==> src/rtl/shift_add_multiplier_8bit_pkg.sv <==
// Shared constants and FSM encoding for the shift-and-add multiplier.
package shift_add_multiplier_8bit_pkg;

  localparam int MUL_WIDTH = 8;

  typedef enum logic [1:0] {
    MUL_ST_IDLE = 2'd0,
    MUL_ST_CALC = 2'd1,
    MUL_ST_DONE = 2'd2
  } mul_state_e;

endpackage

==> src/rtl/shift_add_multiplier_8bit_adder.sv <==
// 8-bit ripple-carry adder used as the per-step accumulator adder.
module ripple_adder_8bit (
  input  logic [7:0] a_i,
  input  logic [7:0] b_i,
  input  logic       cin_i,
  output logic [7:0] sum_o,
  output logic       cout_o
);

  logic [8:0] carry;

  assign carry[0] = cin_i;

  generate
    for (genvar gi = 0; gi < 8; gi++) begin : g_fa
      assign sum_o[gi]   = a_i[gi] ^ b_i[gi] ^ carry[gi];
      assign carry[gi+1] = (a_i[gi] & b_i[gi]) | (carry[gi] & (a_i[gi] ^ b_i[gi]));
    end
  endgenerate

  assign cout_o = carry[8];

endmodule

==> src/rtl/shift_add_multiplier_8bit.sv <==
// Multi-cycle unsigned 8x8 -> 16 shift-and-add multiplier with valid/ready handshakes.
// Optional overflow flag output enabled by defining MUL_OVF_FLAG_EN.
module shift_add_multiplier_8bit
  import shift_add_multiplier_8bit_pkg::*;
#(
  parameter int WIDTH = 8,
  parameter int CNT_W = 4
) (
  input  logic               clk,
  input  logic               rst_n,
  input  logic               in_valid,
  output logic               in_ready,
  input  logic [WIDTH-1:0]   a,
  input  logic [WIDTH-1:0]   b,
  output logic               out_valid,
  input  logic               out_ready,
`ifdef MUL_OVF_FLAG_EN
  output logic               ovf,
`endif
  output logic [2*WIDTH-1:0] product
);

  generate
    if (WIDTH != MUL_WIDTH) begin : g_bad_width
      $error("shift_add_multiplier_8bit: WIDTH must be 8");
    end
    if ((1 << CNT_W) <= WIDTH) begin : g_bad_cnt
      $error("shift_add_multiplier_8bit: CNT_W too narrow for WIDTH");
    end
  endgenerate

  mul_state_e       state_q, state_d;
  logic [CNT_W-1:0] cnt_q,   cnt_d;
  logic [WIDTH-1:0] acc_q,   acc_d;
  logic [WIDTH-1:0] mq_q,    mq_d;
  logic [WIDTH-1:0] mcand_q, mcand_d;

  logic [WIDTH-1:0] add_b;
  logic [WIDTH-1:0] add_sum;
  logic             add_cout;

  assign add_b = mq_q[0] ? mcand_q : '0;

  ripple_adder_8bit u_step_adder (
    .a_i    (acc_q),
    .b_i    (add_b),
    .cin_i  (1'b0),
    .sum_o  (add_sum),
    .cout_o (add_cout)
  );

  always_comb begin
    state_d = state_q;
    cnt_d   = cnt_q;
    acc_d   = acc_q;
    mq_d    = mq_q;
    mcand_d = mcand_q;
    case (state_q)
      MUL_ST_IDLE: begin
        if (in_valid) begin
          mcand_d = a;
          mq_d    = b;
          acc_d   = '0;
          cnt_d   = '0;
          state_d = MUL_ST_CALC;
        end
      end
      MUL_ST_CALC: begin
        // 17-bit {carry, sum, mq} shifted right by one; mq[0] falls off.
        {acc_d, mq_d} = {add_cout, add_sum, mq_q[WIDTH-1:1]};
        cnt_d         = cnt_q + 1'b1;
        if (cnt_q == CNT_W'(WIDTH - 1)) begin
          state_d = MUL_ST_DONE;
        end
      end
      MUL_ST_DONE: begin
        if (out_ready) begin
          state_d = MUL_ST_IDLE;
        end
      end
      default: state_d = MUL_ST_IDLE;
    endcase
  end

  always_ff @(posedge clk) begin
    if (!rst_n) begin
      state_q <= MUL_ST_IDLE;
      cnt_q   <= '0;
      acc_q   <= '0;
      mq_q    <= '0;
      mcand_q <= '0;
    end else begin
      state_q <= state_d;
      cnt_q   <= cnt_d;
      acc_q   <= acc_d;
      mq_q    <= mq_d;
      mcand_q <= mcand_d;
    end
  end

  assign in_ready  = (state_q == MUL_ST_IDLE);
  assign out_valid = (state_q == MUL_ST_DONE);
  assign product   = {acc_q, mq_q};

`ifdef MUL_OVF_FLAG_EN
  assign ovf = (state_q == MUL_ST_DONE) && (|acc_q);
`endif

endmodule

==> config.mk <==
export PLATFORM = sky130hd
export DESIGN_NAME = shift_add_multiplier_8bit
export DESIGN_NICKNAME = d
export VERILOG_FILES = /design/src/rtl/shift_add_multiplier_8bit_pkg.sv /design/src/rtl/shift_add_multiplier_8bit_adder.sv /design/src/rtl/shift_add_multiplier_8bit.sv
export SDC_FILE = /design/constraint.sdc
export NUM_CORES = 1
export LEC_CHECK = 0
export BUFFER_PORTS_ARGS = -buffer_cell sky130_fd_sc_hd__buf_2
export CAP_MARGIN = 40
export CORE_UTILIZATION = 56
export DETAILED_ROUTE_END_ITERATION = 8
export GPL_TIMING_DRIVEN = 0
export PLACE_DENSITY = 0.85
export SETUP_SLACK_MARGIN = 0.05
export SYNTH_ARGS = -nofsm -noshare
export SYNTH_HDL_FRONTEND = slang
export SYNTH_HIERARCHICAL = 1
export SYNTH_SLANG_ARGS = --single-unit
==> constraint.sdc <==
create_clock -name clk -period 7.7 [get_ports clk]
set_input_delay 0.77 -clock clk [delete_from_list [all_inputs] [get_ports clk]]
set_output_delay 0.77 -clock clk [all_outputs]
set_load 0.05 [all_outputs]
**Yosys cells after proc, flatten, opt, wreduce, memory -nomap -nowiden**

Index checks and enable logic that the tools add are counted.

- Output and inout port bits: 18
- Register bits after elaboration: 30
- Bits of input ports: 20

- Equality and inequality tests: 6
- Bitwise operators: 37
- Add/sub/neg operators: 1
- Reductions and logical operators: 5
- Multiplexer cells: 11

Operator list:

| cell | count |
|---|---|
| $pmux 8 s2 | 2 |
| $mux 8 | 3 |
| $and 1x1->1 | 15 |
| $xor 1x1->1 | 15 |
| $pmux 4 s2 | 1 |
| $or 1x1->1 | 7 |
| $mux 2 | 3 |
| $pmux 2 s3 | 1 |
| $add 4x1->4 const B | 1 |
| $eq 4x3->1 const B | 1 |
| $mux 4 | 1 |
| $ne 2x2->1 const B | 2 |
| $reduce_and 2->1 | 2 |
| $reduce_and 3->1 | 1 |
| $eq 2x1->1 const B | 1 |
| $eq 2x2->1 const B | 1 |
| $logic_not 2->1 | 1 |
| $ne 2x1->1 const B | 1 |
| $reduce_bool 2->1 | 1 |

**Logic depth before layout (Yosys ltp)**

- Depth after elaboration: 17
- Mapped depth: 15
- Gate-level depth less buffers: 15

**By module**

Netlist, hierarchy kept.

By module, submodules not included:

| module | seq. area each (um^2) | area an instance (um^2) | cells an instance | instances |
|---|---|---|---|---|
| shift_add_multiplier_8bit | 600.6 | 1323.8 | 157 | 1 |
| ripple_adder_8bit | 0.0 | 197.7 | 18 | 1 |

**Least setup slack after synthesis**

No wires, ideal clock.

- Kind: register -> register
- Start point: reg mq_q[0]
- End point: reg acc_q[6]
- Cell stages (with the launch flop): 16
- Period minus slack after synthesis: 3952 ps
- Buffers on the path: 0
- Slack: 3748 ps
- Library setup time: 70 ps
- Arrival: 3882 ps
- Required time: 7630 ps
- Cell sequence: dfxtp_1 -> and2_1 -> fa_1 -> inv_1 -> fa_1 -> inv_1 -> fa_1 -> fa_1 -> fa_1 -> fa_1 -> fa_1 -> inv_1 -> fa_1 -> inv_1 -> nand2_1 -> a21boi_1

- Longest elaborated chain between the ends: 16

RTL lines:

| item | RTL line | RTL |
|---|---|---|
| from (decl) | shift_add_multiplier_8bit.sv:35 | `logic [WIDTH-1:0] mq_q, mq_d;` |
| from (signal assigned) | shift_add_multiplier_8bit.sv:96 | `mq_q <= mq_d;` |
| $mux 8 | shift_add_multiplier_8bit.sv:42 | `assign add_b = mq_q[0] ? mcand_q : '0;` |
| via add_b[0] | shift_add_multiplier_8bit.sv:38 | `logic [WIDTH-1:0] add_b;` |
| $and 1x1->1 (2 in a row) | shift_add_multiplier_8bit_adder.sv:17 | `assign carry[gi+1] = (a_i[gi] & b_i[gi]) \| (carry[gi] & (a_i[gi] ^ b_i[gi]));` |
| $or 1x1->1 | shift_add_multiplier_8bit_adder.sv:17 |  |
| $and 1x1->1 | shift_add_multiplier_8bit_adder.sv:17 |  |
| $or 1x1->1 | shift_add_multiplier_8bit_adder.sv:17 |  |
| $and 1x1->1 | shift_add_multiplier_8bit_adder.sv:17 |  |
| $or 1x1->1 | shift_add_multiplier_8bit_adder.sv:17 |  |
| $and 1x1->1 | shift_add_multiplier_8bit_adder.sv:17 |  |
| $or 1x1->1 | shift_add_multiplier_8bit_adder.sv:17 |  |
| $and 1x1->1 | shift_add_multiplier_8bit_adder.sv:17 |  |
| $or 1x1->1 | shift_add_multiplier_8bit_adder.sv:17 |  |
| $and 1x1->1 | shift_add_multiplier_8bit_adder.sv:17 |  |
| $or 1x1->1 | shift_add_multiplier_8bit_adder.sv:17 |  |
| $xor 1x1->1 | shift_add_multiplier_8bit_adder.sv:16 | `assign sum_o[gi] = a_i[gi] ^ b_i[gi] ^ carry[gi];` |
| via add_sum[7] | shift_add_multiplier_8bit.sv:39 | `logic [WIDTH-1:0] add_sum;` |
| $pmux 8 s2 | shift_add_multiplier_8bit.sv:58 | `case (state_q)` |
| to (signal assigned) | shift_add_multiplier_8bit.sv:89 | `acc_q <= '0;` |
| to (signal assigned) | shift_add_multiplier_8bit.sv:95 | `acc_q <= acc_d;` |
| to (decl) | shift_add_multiplier_8bit.sv:34 | `logic [WIDTH-1:0] acc_q, acc_d;` |

The timed path passes the listed nets, and every way through them passes these cells.
A chain may end at the register's enable or synchronous reset.

**Worst setup path in the final report**

Same ends and word-level chain as after synthesis.

==> summary.txt <==
Final layout
  – Design area: 1780 um2
  – Fraction of layout cells with a size suffix above 1: 0.243
  – Fillers: 220
  – Final Net Count: 247
  – Layout Utilization: 0.707
  – Final cell count without fillers: 248
  – Antenna Cells: 0
  – Layout area overhead: 17.3%

Clock network
  – CTS tree: yes
  – H-tree levels: 2
  – Post-CTS setup buffer count: 0
  – Clock Latency Late Sink: 0.32 ns
  – Bufs on Longest Clock Path: 2
  – Clk root buf: clkbuf_4
  – # resized after CTS: 0
  – Clock sink total: 30
  – Clock buffer count from CTS: 5
  – Clock transition at the registers of the reported paths: 0.09 ns
  – Hold buffers post-CTS: 0

Floorplan
  – Core area: 2520 um2
  – Floorplan row count: 18
  – Effective utilization at floorplan: 0.603
  – Die area: 2930 um2
  – I/O pin total: 38
  – Die width: 54.1 um
  – Die Ht: 54.1 um

STA
  – Worst rel slew slack: 0.622
  – # setup viols final: 0
  – Hold Vio Cnt, Final: 0
  – Setup tns final: 0 ns
  – Setup Skew: 0.00723 ns
  – RSZ-0062 raised after global routing: no
  – Actual slew at the worst max-slew pin: 0.565 ns
  – Max Fclk: 249 MHz
  – Final worst path period need: 4.02 ns
  – Slew Viols, Final: 0
  – Final period util: 0.522

Power
  – Clk pwr share: 0.271
  – Internal power: 0.000218 W
  – Sequential Power Share: 0.536
  – Sw Share: 0.311
  – Static leakage: 0.817 nW
  – Gate power share: 0.193
  – Power Density: 177 nW/um2
  – VDD IR max: 0.158 mV
  – Total Power: 0.000317 W
  – Sw power: 0.0000986 W

Route
  – Initial DRC Count: 29
  – Drt total wl: 3290 um
  – # DRC: 0
  – Post-DR vias/cell: 5.41
  – DR WL/cell: 13.3 um
  – First drt pass iteration count: 4
  – Post-DRT Antenna Nets: 0
  – Via count: 1341

Global routing
  – Initial antenna violation count: 0
  – Largest net degree at the start of global routing: 11
  – Grt total ovfl: 0
  – Vias in the first global route: 1299
  – First-pass GRT wire length: 5320 um
  – Global Route Usage Sum: 0.258

Placement
  – I/O Buffers: 36
  – Placed cells: 241
  – Routability Congestion: 0.779
  – DP Area: 1740 um2
  – Post-DP HPWL: 2500 um

Synth
  – Post-synth top area share: 0.395
  – Post-synthesis cell area: 1520 um2
  – Syn nets: 204
  – Post-synthesis cell type count: 33
  – Prevailing post-synth register cell: dfxtp_1
  – Register bit total from synthesis: 30
  – Mapped Avg Cell Area: 8.69 um2
  – Mapped Cells: 175
  – Top cells by area, synth: dfxtp_1, fa_1, nand2_1
  – EDFF count, synth: 0
  – Seq/Total Area, Yosys: 0.395
  – Warnings, synthesis: 6
  – Cell taking the most area after synthesis: dfxtp_1
  – Post-synth ARST share: 0

Worst setup path
  – Startpoint Class: flop
  – WP data required: 7.96 ns
  – Setup CP Type: flop to flop
  – CP max FO: 10
  – CP max stage cell: fa_1
  – Worst path cell trace: and2_1 > fa_1 > inv_1 > fa_1 > inv_1 > fa_1 > fa_1 > fa_1 > fa_1 > fa_1 > inv_1 > fa_1 > inv_1 > nand2_1 > a21boi_1
  – Critical Path AT: 4.27 ns
  – CP Capture Type: flop
  – Cell repeated most along the worst path: fa_1
  – Max incr delay on CP: 0.42 ns
  – Critical path's top delay family: adder cells
  – CP bufs+invs: 4

Run status
  – Status: finished clean

Min path
  – HP Class: flop to flop

Flow run
  – MaxCap Viol Count: 0
[sequential cells by signal (all words and copies together), names as in the netlist]
| name | cells |
|---|---|
| acc_q | 8 |
| cnt_q | 4 |
| mcand_q | 8 |
| mq_q | 8 |
| state_q | 2 |
[layout make-up]
class                      instances  area, um2  area share
multi-input combinational        124        811       0.454
clock buffer                       7       45.0      0.0252
sequential                        30        601       0.337
inverter                          10       37.5      0.0210
timing repair buffer              36        180       0.101
buffer                            11       72.6      0.0407
tap                               30       37.5      0.0210
[metrics by stage]
step	setup slack, ns	hold WS [ns]
6_report	3.68	0.457
5_1_grt	3.52	0.477
4_1_cts	3.67	0.456
3_5_place_dp	3.68	0.444
3_3_place_gp	3.84	0.438
2_1_floorplan	3.75	0.430
[power by group through the flow]
stage / combinational (W) / clock (W) / sequential, W
after floorplan: 0.0000296 / 0 / 0.000187
after global placement: 0.0000592 / 0 / 0.000173
after detailed placement: 0.0000613 / 0 / 0.000173
after CTS: 0.0000615 / 0.0000867 / 0.000169
after global routing: 0.0000664 / 0.0000957 / 0.000171
final: 0.0000611 / 0.0000859 / 0.000170
[cell families (layout without fill, tap and decap cells)]
group	count (synthesis)	after routing	share of synthesized area
and+or+nand+nor	74	74	0.238
AOI/OAI and AO/OA	40	40	0.178
DFF	30	30	0.395
buffers and inverters	21	64	0.0724
adders and majority gates	9	9	0.113
other	1	1	0.00246
[worst reg2reg max path: stages (launching register included)]
cell and delay (ns):
dfxtp_1 0.40, and2_1 0.20, fa_1 0.39, inv_1 0.08
fa_1 0.17, inv_1 0.06, fa_1 0.40, fa_1 0.40
fa_1 0.39, fa_1 0.38, fa_1 0.37, inv_1 0.08
fa_1 0.42, inv_1 0.06, nand2_1 0.04, a21boi_1 0.11
[path summary, 6_finish.rpt]
path | startpoint | end | slack (ns) | cells past startpoint
worst max-delay path | mq_q[0] | acc_q[6] | 3.68 | 15
worst min-delay path | mcand_q[2] | mcand_q[2] | 0.46 | 2
worst max register to register | mq_q[0] | acc_q[6] | 3.68 | 15
worst min register to register | mcand_q[2] | mcand_q[2] | 0.46 | 2
[layout by cell type (no fill, tap or decap), types with 2 or more instances in the layout]
cell type,count
clkbuf_1,5
a31oi_1,8
o21ai_0,8
and2_1,8
buf_6,3
clkbuf_4,5
nand3_2,2
buf_2,40
a21boi_1,10
nor2_1,2
nor2b_1,4
inv_1,10
nand2_1,42
a21boi_0,7
nand3_1,8
dfxtp_1,30
fa_1,8
a21oi_1,2
[cells in the mapped netlist, types with 2 or more instances]
| library cell | number |
|---|---|
| fa_1 | 8 |
| nand3_1 | 8 |
| clkbuf_1 | 3 |
| buf_2 | 4 |
| nor2b_1 | 4 |
| buf_6 | 3 |
| nand2_1 | 42 |
| nand3_2 | 2 |
| dfxtp_1 | 30 |
| a21oi_1 | 2 |
| a21boi_0 | 7 |
| o21ai_0 | 8 |
| nor2_1 | 2 |
| inv_1 | 10 |
| a21boi_1 | 10 |
| and2_1 | 8 |
| a31oi_1 | 8 |
[per-layer routing]
metal	global-route usage	part of all wire
met1	0.276	0.41
met2	0.449	0.54
met3	0.0763	0.040
met4	0.137	0.014
met5	0	0
No activity file was read; power rests on OpenSTA's default activity.
